File: config.mk
export PLATFORM = sky130hd
export DESIGN_NAME = clkgate_ctrl_nch
export DESIGN_NICKNAME = d
export VERILOG_FILES = /design/src/rtl/clkgate_pkg.sv /design/src/rtl/clkgate_icg.sv /design/src/rtl/clkgate_ctrl_nch.sv
export SDC_FILE = /design/constraint.sdc
export NUM_CORES = 1
export LEC_CHECK = 0
export ABC_CLOCK_PERIOD_IN_PS = 2300
export BUFFER_PORTS_ARGS = -buffer_cell sky130_fd_sc_hd__buf_2
export CAP_MARGIN = 20
export CORE_MARGIN = 2
export CORE_UTILIZATION = 25
export CTS_BUF_LIST = sky130_fd_sc_hd__clkbuf_8 sky130_fd_sc_hd__clkbuf_16
export CTS_CLUSTER_DIAMETER = 40
export CTS_CLUSTER_SIZE = 30
export DETAILED_ROUTE_END_ITERATION = 12
export GPL_TIMING_DRIVEN = 1
export PLACE_DENSITY_LB_ADDON = 0.15
export SLEW_MARGIN = 40
export SYNTH_ARGS = -nofsm -noshare
export SYNTH_HDL_FRONTEND = slang
export SYNTH_SLANG_ARGS = --single-unit
File: constraint.sdc
create_clock -name CK -period 2.3 [get_ports CK]
set_input_delay 0.115 -clock CK [delete_from_list [all_inputs] [get_ports CK]]
set_output_delay 0.115 -clock CK [all_outputs]
set_load 0.02 [all_outputs]
File: src/rtl/clkgate_pkg.sv
// Shared types and helpers for the multi-channel clock-gating controller.
package clkgate_pkg;

  localparam logic [1:0] ENC_RUN  = 2'b00;
  localparam logic [1:0] ENC_OFF  = 2'b01;
  localparam logic [1:0] ENC_WAKE = 2'b10;

  typedef enum logic [1:0] {
    ST_RUN  = ENC_RUN,
    ST_OFF  = ENC_OFF,
    ST_WAKE = ENC_WAKE
  } cg_state_e;

  // Saturating increment of the low w bits of v (w in 1..32).
  function automatic logic [31:0] sat_inc(input logic [31:0] v, input int w);
    logic [31:0] max_v;
    if (w >= 32) begin
      max_v = 32'hFFFF_FFFF;
    end else begin
      max_v = (32'd1 << w) - 32'd1;
    end
    if (v >= max_v) begin
      sat_inc = max_v;
    end else begin
      sat_inc = v + 32'd1;
    end
  endfunction

endpackage

File: src/rtl/clkgate_icg.sv
// Glitch-free integrated clock-gating cell: low-transparent latch followed by an AND.
module clkgate_icg (
  input  logic CK,
  input  logic TE,
  input  logic EN,
  output logic GCK
);

  logic latch_q;

  // Enable is captured only while the source clock is low.
  always_latch begin
    if (!CK) begin
      latch_q = EN | TE;
    end
  end

  assign GCK = CK & latch_q;

endmodule

File: src/rtl/clkgate_ctrl_nch.sv
// NCH-channel clock-gating controller: per-channel idle/wake FSM driving one ICG cell each.
module clkgate_ctrl_nch
  import clkgate_pkg::*;
#(
  parameter int NCH      = 4,
  parameter int IDLE_W   = 8,
  parameter int WAKE_CYC = 2
) (
  input  logic              CK,
  input  logic              RN,
  input  logic              TE,
  input  logic [NCH-1:0]    ACTIVE,
  input  logic [NCH-1:0]    WAKE_REQ,
  input  logic [IDLE_W-1:0] IDLE_THR,
  output logic [NCH-1:0]    WAKE_ACK,
  output logic [NCH-1:0]    GATED,
  output logic [NCH-1:0]    GCK
);

  localparam logic [IDLE_W:0] WAKE_LIM = (IDLE_W+1)'(WAKE_CYC);
  localparam logic [IDLE_W:0] ONE_EXT  = (IDLE_W+1)'(1);

  logic            thr_zero_s;
  logic [IDLE_W:0] thr_ext_s;

  assign thr_zero_s = (IDLE_THR == {IDLE_W{1'b0}});
  assign thr_ext_s  = {1'b0, IDLE_THR};

  for (genvar i = 0; i < NCH; i++) begin : g_ch
    cg_state_e         state_q, state_d;
    logic [IDLE_W-1:0] cnt_q, cnt_d;
    logic [IDLE_W:0]   cnt_nxt_s;
    logic              en_q, en_d;
    logic              gated_q, gated_d;
    logic              ack_q, ack_d;

    // Next-state, counter and registered-output decode for one channel.
    always_comb begin
      state_d   = state_q;
      cnt_d     = cnt_q;
      cnt_nxt_s = {1'b0, cnt_q} + ONE_EXT;
      case (state_q)
        ST_RUN: begin
          if (ACTIVE[i] | WAKE_REQ[i] | thr_zero_s) begin
            cnt_d = {IDLE_W{1'b0}};
          end else begin
            cnt_d = IDLE_W'(sat_inc(32'(cnt_q), IDLE_W));
            // Compare in IDLE_W+1 bits so a saturated counter still reaches any threshold.
            if (cnt_nxt_s >= thr_ext_s) begin
              state_d = ST_OFF;
            end else begin
              state_d = ST_RUN;
            end
          end
        end
        ST_OFF: begin
          if (ACTIVE[i] | WAKE_REQ[i]) begin
            state_d = ST_WAKE;
            cnt_d   = {IDLE_W{1'b0}};
          end else begin
            state_d = ST_OFF;
          end
        end
        ST_WAKE: begin
          if (cnt_nxt_s >= WAKE_LIM) begin
            state_d = ST_RUN;
            cnt_d   = {IDLE_W{1'b0}};
          end else begin
            state_d = ST_WAKE;
            cnt_d   = IDLE_W'(sat_inc(32'(cnt_q), IDLE_W));
          end
        end
        default: begin
          state_d = ST_RUN;
          cnt_d   = {IDLE_W{1'b0}};
        end
      endcase
      en_d    = (state_d != ST_OFF);
      gated_d = (state_d == ST_OFF);
      ack_d   = (state_d == ST_RUN) & WAKE_REQ[i];
    end

    // Channel state register.
    always_ff @(posedge CK or negedge RN) begin
      if (!RN) begin
        state_q <= ST_RUN;
        cnt_q   <= {IDLE_W{1'b0}};
        en_q    <= 1'b1;
        gated_q <= 1'b0;
        ack_q   <= 1'b0;
      end else begin
        state_q <= state_d;
        cnt_q   <= cnt_d;
        en_q    <= en_d;
        gated_q <= gated_d;
        ack_q   <= ack_d;
      end
    end

    assign GATED[i]    = gated_q;
    assign WAKE_ACK[i] = ack_q;

    clkgate_icg u_icg (
      .CK  (CK),
      .TE  (TE),
      .EN  (en_q),
      .GCK (GCK[i])
    );
  end

endmodule

Word-level counts from Yosys, hierarchy flattened
Index checks and enable logic that the tools add are counted.
Storage, ports and cells
  register bits after elaboration: 52
  latch bits: 4
  input port bits: 19
  output and inout bits: 12
  word-level logic and storage cells: 161
Operators by class
  add/subtract/negate cells: 8
  magnitude comparators: 16
  equality and inequality tests: 20
  muxes and demuxes: 64
  bitwise gates (word level): 20
  reduce and logical (&&, ||, !) cells: 9
Operator list (count)
  2-to-1 mux 32 bit: 16
  greater-or-equal comparator 8 x 32 -> 1 bit: 8
  2-to-1 mux 8 bit: 20
  one-hot mux 8 bit (3 select lines): 4
  adder 8 x 1 -> 9 bit, second input constant: 4
  greater-or-equal comparator 9 x 2 -> 1 bit, second input constant: 4
  greater-or-equal comparator 9 x 8 -> 1 bit: 4
  adder 8 x 1 -> 8 bit, second input constant: 4
  2-to-1 mux 2 bit: 12
  one-hot mux 2 bit (3 select lines): 4
  == test 2 x 1 -> 1 bit, second input constant: 8
  zero test 2 bit: 8
  OR 1 bit: 12
  AND 1 bit: 8
  == test 2 bit, second input constant: 4
  zero test 8 bit: 1
  2-to-1 mux 1 bit: 8
  != test 2 x 1 -> 1 bit, second input constant: 4
  != test 2 bit, second input constant: 4

Depth between registers and ports, before layout
Gate-level depths: netlist of run 1.
  word-level depth: 8
  gate-level depth with buffers: 10
  gate-level depth less buffers: 9

By module
Synthesis of run 1 repeated with hierarchy kept, for this count alone.
Second synthesis, totals
  cells, all modules: 456
  area, all modules: 3987.6 sq um
Modules (own cells, without submodules)
  clkgate_ctrl_nch: instances 1, cells each 444, area an instance 3877.5 sq um
  clkgate_icg: instances 4, cells each 3, area an instance 27.5 sq um

==> impl_metrics.yaml, run 1 <==
die:
  die-area_um2: 17000
  io_pins: 31
  rows: 46
  die_h_um: 130
  initial_utilization_pct: 25.3
  core_um2: 15700
  die_width_um: 130
layout:
  fin_nets: 567
  layout.area.seq_um2: 1370
  final_cell_count_no_fill: 726
  num_antenna_cells: 0
  postLayoutCoreUtil_pct: 31.6
  final_area_um2: 4960
  syn_to_final_growth_pct: 24.6
  multiInputGateArea_um2: 2460
  nFillCells: 1618
  drive_above_1_share_pct: 23.7
cts:
  cts_tree: "done"
  clk_pin_slew_worst_paths_ns: 0.07
  clock_latency_ns: 0.42
yosys:
  synthCells: 452
  ys.flop_type: "dfrtp_1"
  synth_xor_area_share_pct: 5.28
  ys_ff_latch: 56
  synth_area_per_cell_um2: 8.81
  syn-num-nets: 511
  ys_warn_count: 0
  synth-compound-area-share_pct: 17.8
  synth_area_um2: 3980
  synth_cell_types: 59
  async_flop_share_pct: 92.9
  synthMuxAreaShare_pct: 0.786
  synth_top_family_by_area: "simple AND/OR/NAND/NOR gates"
  yosys.area_share.simple_pct: 22.9
  synth_edf_count: 0
  synthAdderAreaFrac_pct: 12.6
sta:
  tns_ns: -0.186
  rsz0062_at_grt: "true"
  setup_viol: 8
  drv_slew: 0
  worst_slew_pin_slew_ns: 0.619
  relSlewSlack_pct: 58.4
  hold_slack_ns: 0.0153
  hold_violations: 0
  fin_skew_ns: 0.00584
  worst_slack_ns: -0.0539
pwr:
  power.density_nw_per_um2: 569
  switching_share_pct: 26.9
  total_power_mw: 2.83
  p_seq_share_pct: 35.0
  p_switching_mw: 0.760
  clockPowerShare_pct: 56.6
  internal-power_mw: 2.07
  p_comb_share_pct: 8.5
  p_leak_nw: 2.39
  ir_drop_uv: 308
status:
  status: "finished with violations"
  violations: "setup timing"
grt:
  grt_pass1_wl_um: 17300
  grt_pass1_vias: 3437
  grt_overflow_total: 0
  antenna_found_initial: 0
  grt_usage_pct: 13.2
  grt_max_degree: 35
drt:
  vias_per_cell: 4.66
  wl_um: 10400
  dr.pass1.iters: 4
  wl_per_cell_um: 14.3
  ant_nets: 0
  dr_total_vias: 3382
  drcViolationCount: 0
  dr.first_iter.drc_count: 218
worst_setup_path:
  cp_slowest_cell: "dlxtn_1"
  cp-end-kind: "output port"
  worstPathRequired_ns: 2.18
  path_max_fanout: 1
  critPathTopFamily: "latches"
  max_stage_delay_ns: 0.40
  cp.arrival_ns: 2.24
  path_cells: "and2_4 > buf_6"
  crit_buf_inv: 1
  critical_path.startpoint_type: "latch"
  path_class: "latch2out"
placed_design:
  io_buffers: 30
  place_congestion: 0.833
  pre_cts_ws_ns: 0.0339
  dpl-instance-area_um2: 4490
  place_inst: 704
  hpwlAfterDp_um: 7710
hold_path:
  hold_class: "in2reg"
flow_run:
  maxCapViolCount: 0
-- layout make-up --
cell class,instances,share of cell area [%]
sequential,56,27.6
clock inverter,2,0.151
multi-input combinational,345,49.5
clock buffer,15,6.00
inverter,26,1.97
tap,216,5.45
timing repair buffer,66,9.28
-- cells in the final DEF (no fill, tap or decap), types with 4 or more instances in the layout --
master	count
a31o_2	4
nor3_1	12
xor2_1	12
a22o_1	11
nand2_1	34
a21oi_1	13
clkbuf_16	9
o21a_1	4
o21ai_0	32
dlxtn_1	4
nand3_1	17
dfrtp_1	45
inv_1	27
buf_6	4
nor4_1	7
and3_1	9
or3_1	5
o21ai_1	5
a21o_1	12
or2_2	9
and2_4	4
dfstp_2	4
dlygate4sd3_1	7
ha_1	36
nor2_1	36
and2_1	5
buf_4	32
xnor2_1	11
buf_2	26
nand2b_1	12
-- worst paths after layout --
check | start | end | slack, ns | depth (start not counted)
max in group asynchronous | RN | g_ch[1].en_q | 1.44 | 3
worst min-delay path | ACTIVE[0] | g_ch[0].state_q[1] | 0.02 | 3
worst max-delay path | g_ch[1].u_icg.latch_q | GCK[1] | -0.05 | 2
worst min register to register | g_ch[3].cnt_q[4] | g_ch[3].cnt_q[4] | 0.57 | 1
worst max register to register | g_ch[3].cnt_q[1] | g_ch[3].cnt_q[6] | 0.06 | 8
min in group asynchronous | RN | g_ch[3].cnt_q[2] | 0.21 | 2
-- sequential cells by signal, summed over array words and instances (netlist names) --
name / count
g_ch.cnt_q: 32
g_ch.state_q: 8
g_ch.ack_q: 4
g_ch.en_q: 4
g_ch.gated_q: 4
g_ch.u_icg.latch_q: 4
-- per-layer routing --
metal | share of wire, % | wire (um) | GRT usage, %
met5 | 0 | 0 | 0
met4 | 1.5 | 159 | 6.01
met3 | 2.5 | 256 | 2.99
met2 | 49 | 5100 | 22.0
met1 | 47 | 4890 | 16.5
-- cells in the mapped netlist, types with 9 or more instances --
cell type | instances | share of area [%]
a21o_1 | 12 | 2.3
a21oi_1 | 13 | 1.6
a22o_1 | 11 | 2.4
and2_1 | 9 | 1.4
and3_1 | 9 | 1.4
buf_4 | 13 | 2.5
dfrtp_1 | 48 | 30
ha_1 | 40 | 13
inv_1 | 26 | 2.5
nand2_1 | 34 | 3.2
nand2b_1 | 12 | 1.9
nand3_1 | 17 | 2.1
nor2_1 | 38 | 3.6
nor3_1 | 13 | 1.6
o21ai_0 | 37 | 4.7
or2_2 | 9 | 1.4
xnor2_1 | 12 | 2.6
xor2_1 | 12 | 2.6
-- logic make-up after synthesis --
logic type,after synthesis
xor gates and xnor gates,24
and+or+nand+nor,171
adders and majority gates,40
muxes,3
AOI/OAI and AO/OA,107
buffers and inverters,51
latches,4
DFF,52
-- repair_timing --
| item | in CTS | in global routing |
|---|---|---|
| hold buffers | 7 | 0 |
| cloned | 0 | 0 |
| endpoints found under the hold margin | 24 | 0 |
| pin swaps | 3 | 6 |
| gates resized for setup | 12 | 29 |
| endpoints found under the setup margin | 8 | 37 |
| buffers inserted | 0 | 2 |
-- power by group through the flow --
stage | sequential, mW | combinational, mW | clock [mW]
2_1_floorplan | 1.00 | 0.127 | 0.252
3_3_place_gp | 1.01 | 0.216 | 0.206
3_5_place_dp | 1.01 | 0.222 | 0.206
4_1_cts | 0.986 | 0.233 | 1.65
5_1_grt | 0.990 | 0.275 | 1.70
6_report | 0.988 | 0.240 | 1.60
-- worst reg2reg max path: cells and delay by family (launching register included) --
kind	cells	cell delay, ns
buffers and inverters	2	0.25
adders and majority gates	1	0.16
and+or+nand+nor	5	1.33
DFF	1	0.41
Power figures use the tool's default switching activity.
==> run 2, diff against run 1 <==
ABC_AREA = 1   (was not set)
==> run 2 against run 1 <==
  * The flow still finishes with violations (setup timing)
  * Largest power group unchanged
  * Utilization down 0.74 points
  * Via count up 8.2%
  * Synthesized area grew 1.1%
  * First-iteration DRC count grew 30%
  * Critical path depth up 1
  * Clock skew about the same
  * Cell count up 15%
  * Final area down 1.6%
  * Global-route usage up 0.41 points
  * Synthesized cell count up 27%
==> impl_metrics.yaml, run 2 <==
status:
  status: "finished with violations"
  violations: "setup timing"
layout:
  layout.area.seq_um2: 1370
  fin_nets: 678
  layout_commonest_cell: "nand2_1"
  layout_common_cells: "nand2_1, inv_1, nor2_1, dfrtp_1"
  multiInputGateArea_um2: 2240
  largest_reg_flops: 32
  final_cell_count_no_fill: 837
  num_antenna_cells: 0
  nFillCells: 1677
  top_regs: "g_ch.cnt_q: 32 flops, g_ch.state_q: 8 flops"
  drive_above_1_share_pct: 16.6
  syn_to_final_growth_pct: 21.3
  regMostFlops: "g_ch.cnt_q"
yosys:
  async_flop_share_pct: 92.9
  synth_edf_count: 0
  synthCells: 572
  synth_cell_types: 27
  ys_ff_latch: 56
  ys_warn_count: 0
  synth_area_per_cell_um2: 7.04
  synth_area_um2: 4030
  synth_area_leaders: "dfrtp_1, nand2_1, ha_1"
  synth_top_area_cell: "dfrtp_1"
  syn-num-nets: 631
  netlist.area_leader.share_pct: 29.8
  ys.flop_type: "dfrtp_1"
  yosysMostFrequentCell: "nand2_1"
  synth.top_cells.by_count: "nand2_1, inv_1, nor2_1"
die:
  io_pins: 31
  die_h_um: 131
  initial_utilization_pct: 25.4
  die-area_um2: 17100
  die_width_um: 131
  rows: 46
  core_um2: 15800
sta:
  relSlewSlack_pct: 55.5
  hold_violations: 0
  tns_ns: -0.0658
  rsz0062_at_grt: "true"
  drv_slew: 0
  fin_skew_ns: 0.00547
  worst_slew_pin_slew_ns: 0.667
  worst_slack_ns: -0.0283
  setup_viol: 8
pwr:
  power.density_nw_per_um2: 578
  p_seq_share_pct: 34.8
  switching_share_pct: 27.8
  p_leak_nw: 2.73
  internal-power_mw: 2.04
  ir_drop_uv: 467
  p_comb_share_pct: 7.9
  clockPowerShare_pct: 57.2
  p_switching_mw: 0.785
  total_power_mw: 2.82
grt:
  grt_pass1_vias: 3644
  grt_max_degree: 28
  antenna_found_initial: 0
  grt_overflow_total: 0
  grt_usage_pct: 13.7
  grt_pass1_wl_um: 17900
worst_setup_path:
  cp-startpoint: "g_ch[1].u_icg.latch_q"
  path_max_fanout: 1
  r2r-start: "g_ch[1].cnt_q[1]"
  worstPathRequired_ns: 2.18
  r2r_setup_slack_ns: 0.20
  critPathTopFamily: "latches"
  path_class: "latch2out"
  ff2ff_path_depth: 14
  cp.arrival_ns: 2.21
  max_stage_delay_ns: 0.40
  rr_endpoint: "g_ch[1].gated_q"
  cp-end-kind: "output port"
  crit_buf_inv: 2
  critical_path.startpoint_type: "latch"
  cp_slowest_cell: "dlxtn_1"
  path_cells: "nand2_1 > inv_1 > buf_6"
cts:
  clk_pin_slew_worst_paths_ns: 0.08
  cts_tree: "done"
  clock_latency_ns: 0.41
flow_run:
  maxCapViolCount: 0
placed_design:
  hpwlAfterDp_um: 8130
  place_congestion: 0.848
  io_buffers: 30
  place_inst: 814
drt:
  dr.first_iter.drc_count: 284
  dr.pass1.iters: 4
  drcViolationCount: 0
  ant_nets: 0
  wl_um: 10600
  dr_total_vias: 3658
  wl_per_cell_um: 12.7
  vias_per_cell: 4.37
hold_path:
  holdPathEnd: "g_ch[0].state_q[1]"
  hold_class: "in2reg"
  min_path_cells: 3
  hp-start: "ACTIVE[0]"
## run 2: cell count changes in the layout (fill, tap and decap cells not counted), moves of 16 or more
cell | before | now
buf_4 | 32 | 12
inv_1 | 27 | 98
nand2_1 | 34 | 143
nand3_1 | 17 | 36
nor2_1 | 36 | 67
o211ai_1 | 0 | 16
## run 2: worst max-delay path by stage
stage / end / cells after the start
2_1_floorplan: g_ch[2].gated_q / 14
3_3_place_gp: g_ch[0].en_q / 19
3_5_place_dp: g_ch[2].state_q[0] / 14
4_1_cts: GCK[0] / 3
5_1_grt: GCK[3] / 3
6_report: GCK[1] / 3
## run 2: area by class of cell
type	instances	area share, %
clock buffers	13	5.54
clock inverters	8	1.18
inverters	101	7.79
multi-input cells	399	46.0
flip-flops and latches	56	28.0
well taps	216	5.54
repair buffers	44	5.95
## run 2: per-layer routing
| layer | vias to the layer above | part of all wire [%] | global-route usage [%] |
|---|---|---|---|
| met5 | - | 0 | 0 |
| met4 | 0 | 1.6 | 5.38 |
| met3 | 13 | 3.7 | 4.07 |
| met2 | 52 | 47 | 21.8 |
| met1 | 1689 | 48 | 17.4 |
| li1 | 1904 | - | - |
## run 2: timing repair
| action | 4_1_cts | 5_1_grt |
|---|---|---|
| endpoints found under the setup margin | 8 | 17 |
| pin swaps | 4 | 4 |
| hold buffers | 5 | 0 |
| endpoints found under the hold margin | 26 | 0 |
| gates resized for setup | 8 | 18 |
| setup buffers | 0 | 5 |
## run 2: worst reg2reg max path, cell delays in order, from the launching register on
cell     delay (ns)
dfrtp_1        0.38
ha_2           0.21
nand2_2        0.08
nor2_4         0.16
nand2_2        0.05
nand2_1        0.07
nand2_2        0.07
ha_1           0.29
a21o_1         0.16
nand3_1        0.08
nand2_1        0.06
nor2_1         0.09
nand3_1        0.11
nand2_1        0.11
nand2_1        0.05
## run 2: per-stage QoR
step                      utilization, %  area (um^2)  hold WS (ns)  setup WS, ns
final                               30.8         4880       0.00645       -0.0283
after floorplan                        -         4030        -0.181         0.189
after global placement              28.0         4430         0.192         0.128
after detailed placement            28.0         4430         0.204         0.107
after global routing                30.8         4880        0.0229       -0.0743
after CTS                           30.1         4770       0.00194       -0.0551
## run 2: power by group through the flow
stage | Clock (mW) | Sequential (mW) | Combinational (mW)
6_report | 1.62 | 0.983 | 0.224
5_1_grt | 1.74 | 0.985 | 0.263
4_1_cts | 1.64 | 0.983 | 0.222
3_5_place_dp | 0.212 | 1.00 | 0.214
3_3_place_gp | 0.212 | 1.00 | 0.214
2_1_floorplan | 0.256 | 1.01 | 0.123
## run 2: cell families (layout without fill, tap and decap cells)
logic type,Yosys count,after routing,share of synthesized area (%)
adders and majority gates,40,40,12.4
latches,4,4,1.49
xor gates and xnor gates,2,2,0.435
AOI/OAI and AO/OA,70,70,10.3
DFF,52,52,32.5
buffers and inverters,117,166,12.1
and+or+nand+nor,287,287,30.9
==> run 3, diff against run 2 <==
ABC_CLOCK_PERIOD_IN_PS = 2000   (was 2300)
MAX_ROUTING_LAYER = met4   (was not set)
clock period = 2 ns   (was 2.3 ns; I/O delays follow)
==> run 3 against run 2 <==
  * Total power up 12%
  * Non-clock buffer count up 30
  * Clock skew up 0.0031 ns
  * Flip-flop and latch count unchanged
  * Critical endpoint is now GCK[3]
  * Utilization up 3.3 points
  * Largest cell class unchanged
  * Routed wire length up 6.5%
  * First-iteration DRC count down 44%
  * Count of clock-buffer cells in the layout unchanged
  * The run still ends with setup timing left
  * Final area up 11%
  * Clock power up 6%
  * Via count up 4.2%
  * Register-to-register slack worse by 0.18 ns
==> impl_metrics.yaml, run 3 (synthesized netlist as in run 2, its figures left out) <==
pwr:
  clockPowerShare_pct: 54.2
  p_leak_nw: 2.90
  switching_share_pct: 29.3
  ir_drop_uv: 638
  total_power_mw: 3.16
  power.density_nw_per_um2: 585
  p_comb_share_pct: 10.0
  internal-power_mw: 2.23
  p_switching_mw: 0.924
  p_seq_share_pct: 35.9
sta:
  drv_slew: 0
  hold_violations: 0
  fin_skew_ns: 0.00855
  relSlewSlack_pct: 63.0
  rsz0062_at_grt: "true"
  hold_slack_ns: 0.0340
  setup_viol: 8
  worst_slack_ns: -0.171
  worst_slew_pin_slew_ns: 0.554
die:
  rows: 46
  core_um2: 15800
  die_width_um: 131
  die_h_um: 131
  die-area_um2: 17100
  io_pins: 31
  initial_utilization_pct: 25.4
layout:
  layout_commonest_cell: "nand2_1"
  final_area_um2: 5400
  layout_common_cells: "nand2_1, inv_1, nor2_1, dfrtp_1, buf_4"
  regMostFlops: "g_ch.cnt_q"
  largest_reg_flops: 32
  top_regs: "g_ch.cnt_q: 32 flops, g_ch.state_q: 8 flops"
  num_antenna_cells: 0
  fin_nets: 708
  syn_to_final_growth_pct: 34.1
  drive_above_1_share_pct: 28.1
worst_setup_path:
  r2r_setup_slack_ns: 0.02
  path_max_fanout: 1
  critical_path.startpoint_type: "latch"
  path_class: "latch2out"
  cp.arrival_ns: 2.07
  rr_endpoint: "g_ch[2].gated_q"
  cp-end-kind: "output port"
  ff2ff_path_depth: 14
  worstPathRequired_ns: 1.90
  r2r-start: "g_ch[2].cnt_q[0]"
status:
  status: "finished with violations"
  violations: "setup timing"
cts:
  clk_pin_slew_worst_paths_ns: 0.08
  clock_latency_ns: 0.42
  cts_tree: "done"
hold_path:
  hp-start: "TE"
  holdPathEnd: "g_ch[3].u_icg.latch_q"
  min_path_cells: 2
  hold_class: "in2latch"
drt:
  ant_nets: 0
  dr_total_vias: 3810
  wl_per_cell_um: 13.1
  drcViolationCount: 0
  vias_per_cell: 4.39
  dr.first_iter.drc_count: 158
  dr.pass1.iters: 4
  wl_um: 11300
grt:
  grt_pass1_vias: 3778
  grt_max_degree: 35
  antenna_found_initial: 0
  grt_pass1_wl_um: 18000
  grt_overflow_total: 0
  grt_usage_pct: 14.3
flow_run:
  maxCapViolCount: 0
placed_design:
  place_congestion: 0.846
  dpl-instance-area_um2: 4620
  hpwlAfterDp_um: 8380
  io_buffers: 30
-- run 3: worst max-delay path, cell delays in order, from the launching register on --
cell	delay, ns
dlxtn_1	0.39
nand2_1	0.05
inv_1	0.06
buf_6	0.11
-- run 3: power groups by stage --
stage                     clock (mW)  sequential [mW]  combinational (mW)
after floorplan                0.295             1.16               0.143
after global placement         0.243             1.15               0.260
after detailed placement       0.243             1.15               0.264
after CTS                       1.76             1.13               0.278
after global routing            1.84             1.14               0.363
final                           1.71             1.13               0.314
-- run 3: how the worst max path moves through the flow --
stage / startpoint / depth (start not counted) / to
after global routing: g_ch[1].u_icg.latch_q / 3 / GCK[1]
after detailed placement: g_ch[2].cnt_q[1] / 14 / g_ch[2].gated_q
after CTS: g_ch[0].u_icg.latch_q / 3 / GCK[0]
after floorplan: g_ch[2].cnt_q[0] / 14 / g_ch[2].gated_q
final: g_ch[3].u_icg.latch_q / 3 / GCK[3]
after global placement: g_ch[2].cnt_q[1] / 14 / g_ch[2].gated_q
-- run 3: timing repair --
| item | 4_1_cts | 5_1_grt |
|---|---|---|
| buffers inserted | 3 | 7 |
| hold buffers | 6 | 0 |
| gates cloned | 0 | 0 |
| pin swaps | 9 | 22 |
| setup endpoints to repair | 17 | 20 |
| hold endpoints to repair | 23 | 0 |
| gates resized for setup | 17 | 75 |
-- run 3: layer usage --
| layer | global-route usage, % | vias up | wire length [um] |
|---|---|---|---|
| li1 | - | 1965 | - |
| met1 | 17.3 | 1784 | 5470 |
| met4 | 5.57 | 0 | 112 |
| met3 | 3.79 | 6 | 347 |
| met5 | - | - | 0 |
| met2 | 22.8 | 55 | 5390 |
-- run 3: stage by stage --
step	util (%)	std cells	setup slack (ns)	TNS, ns
after floorplan	-	572	-0.0323	-0.0646
after global placement	29.2	838	-0.0508	-0.132
after detailed placement	29.2	838	-0.0923	-0.364
after CTS	31.7	860	-0.187	-0.782
after global routing	34.1	867	-0.220	-1.61
final	34.1	867	-0.171	-0.658
-- run 3: cell type report --
type / instances / area, um^2
repair buffers: 74 / 533
inverters: 101 / 383
well taps: 216 / 270
clock inverters: 8 / 33.8
multi-input cells: 399 / 2540
flip-flops and latches: 56 / 1370
fillers: 1702 / 10400
clock buffers: 13 / 270
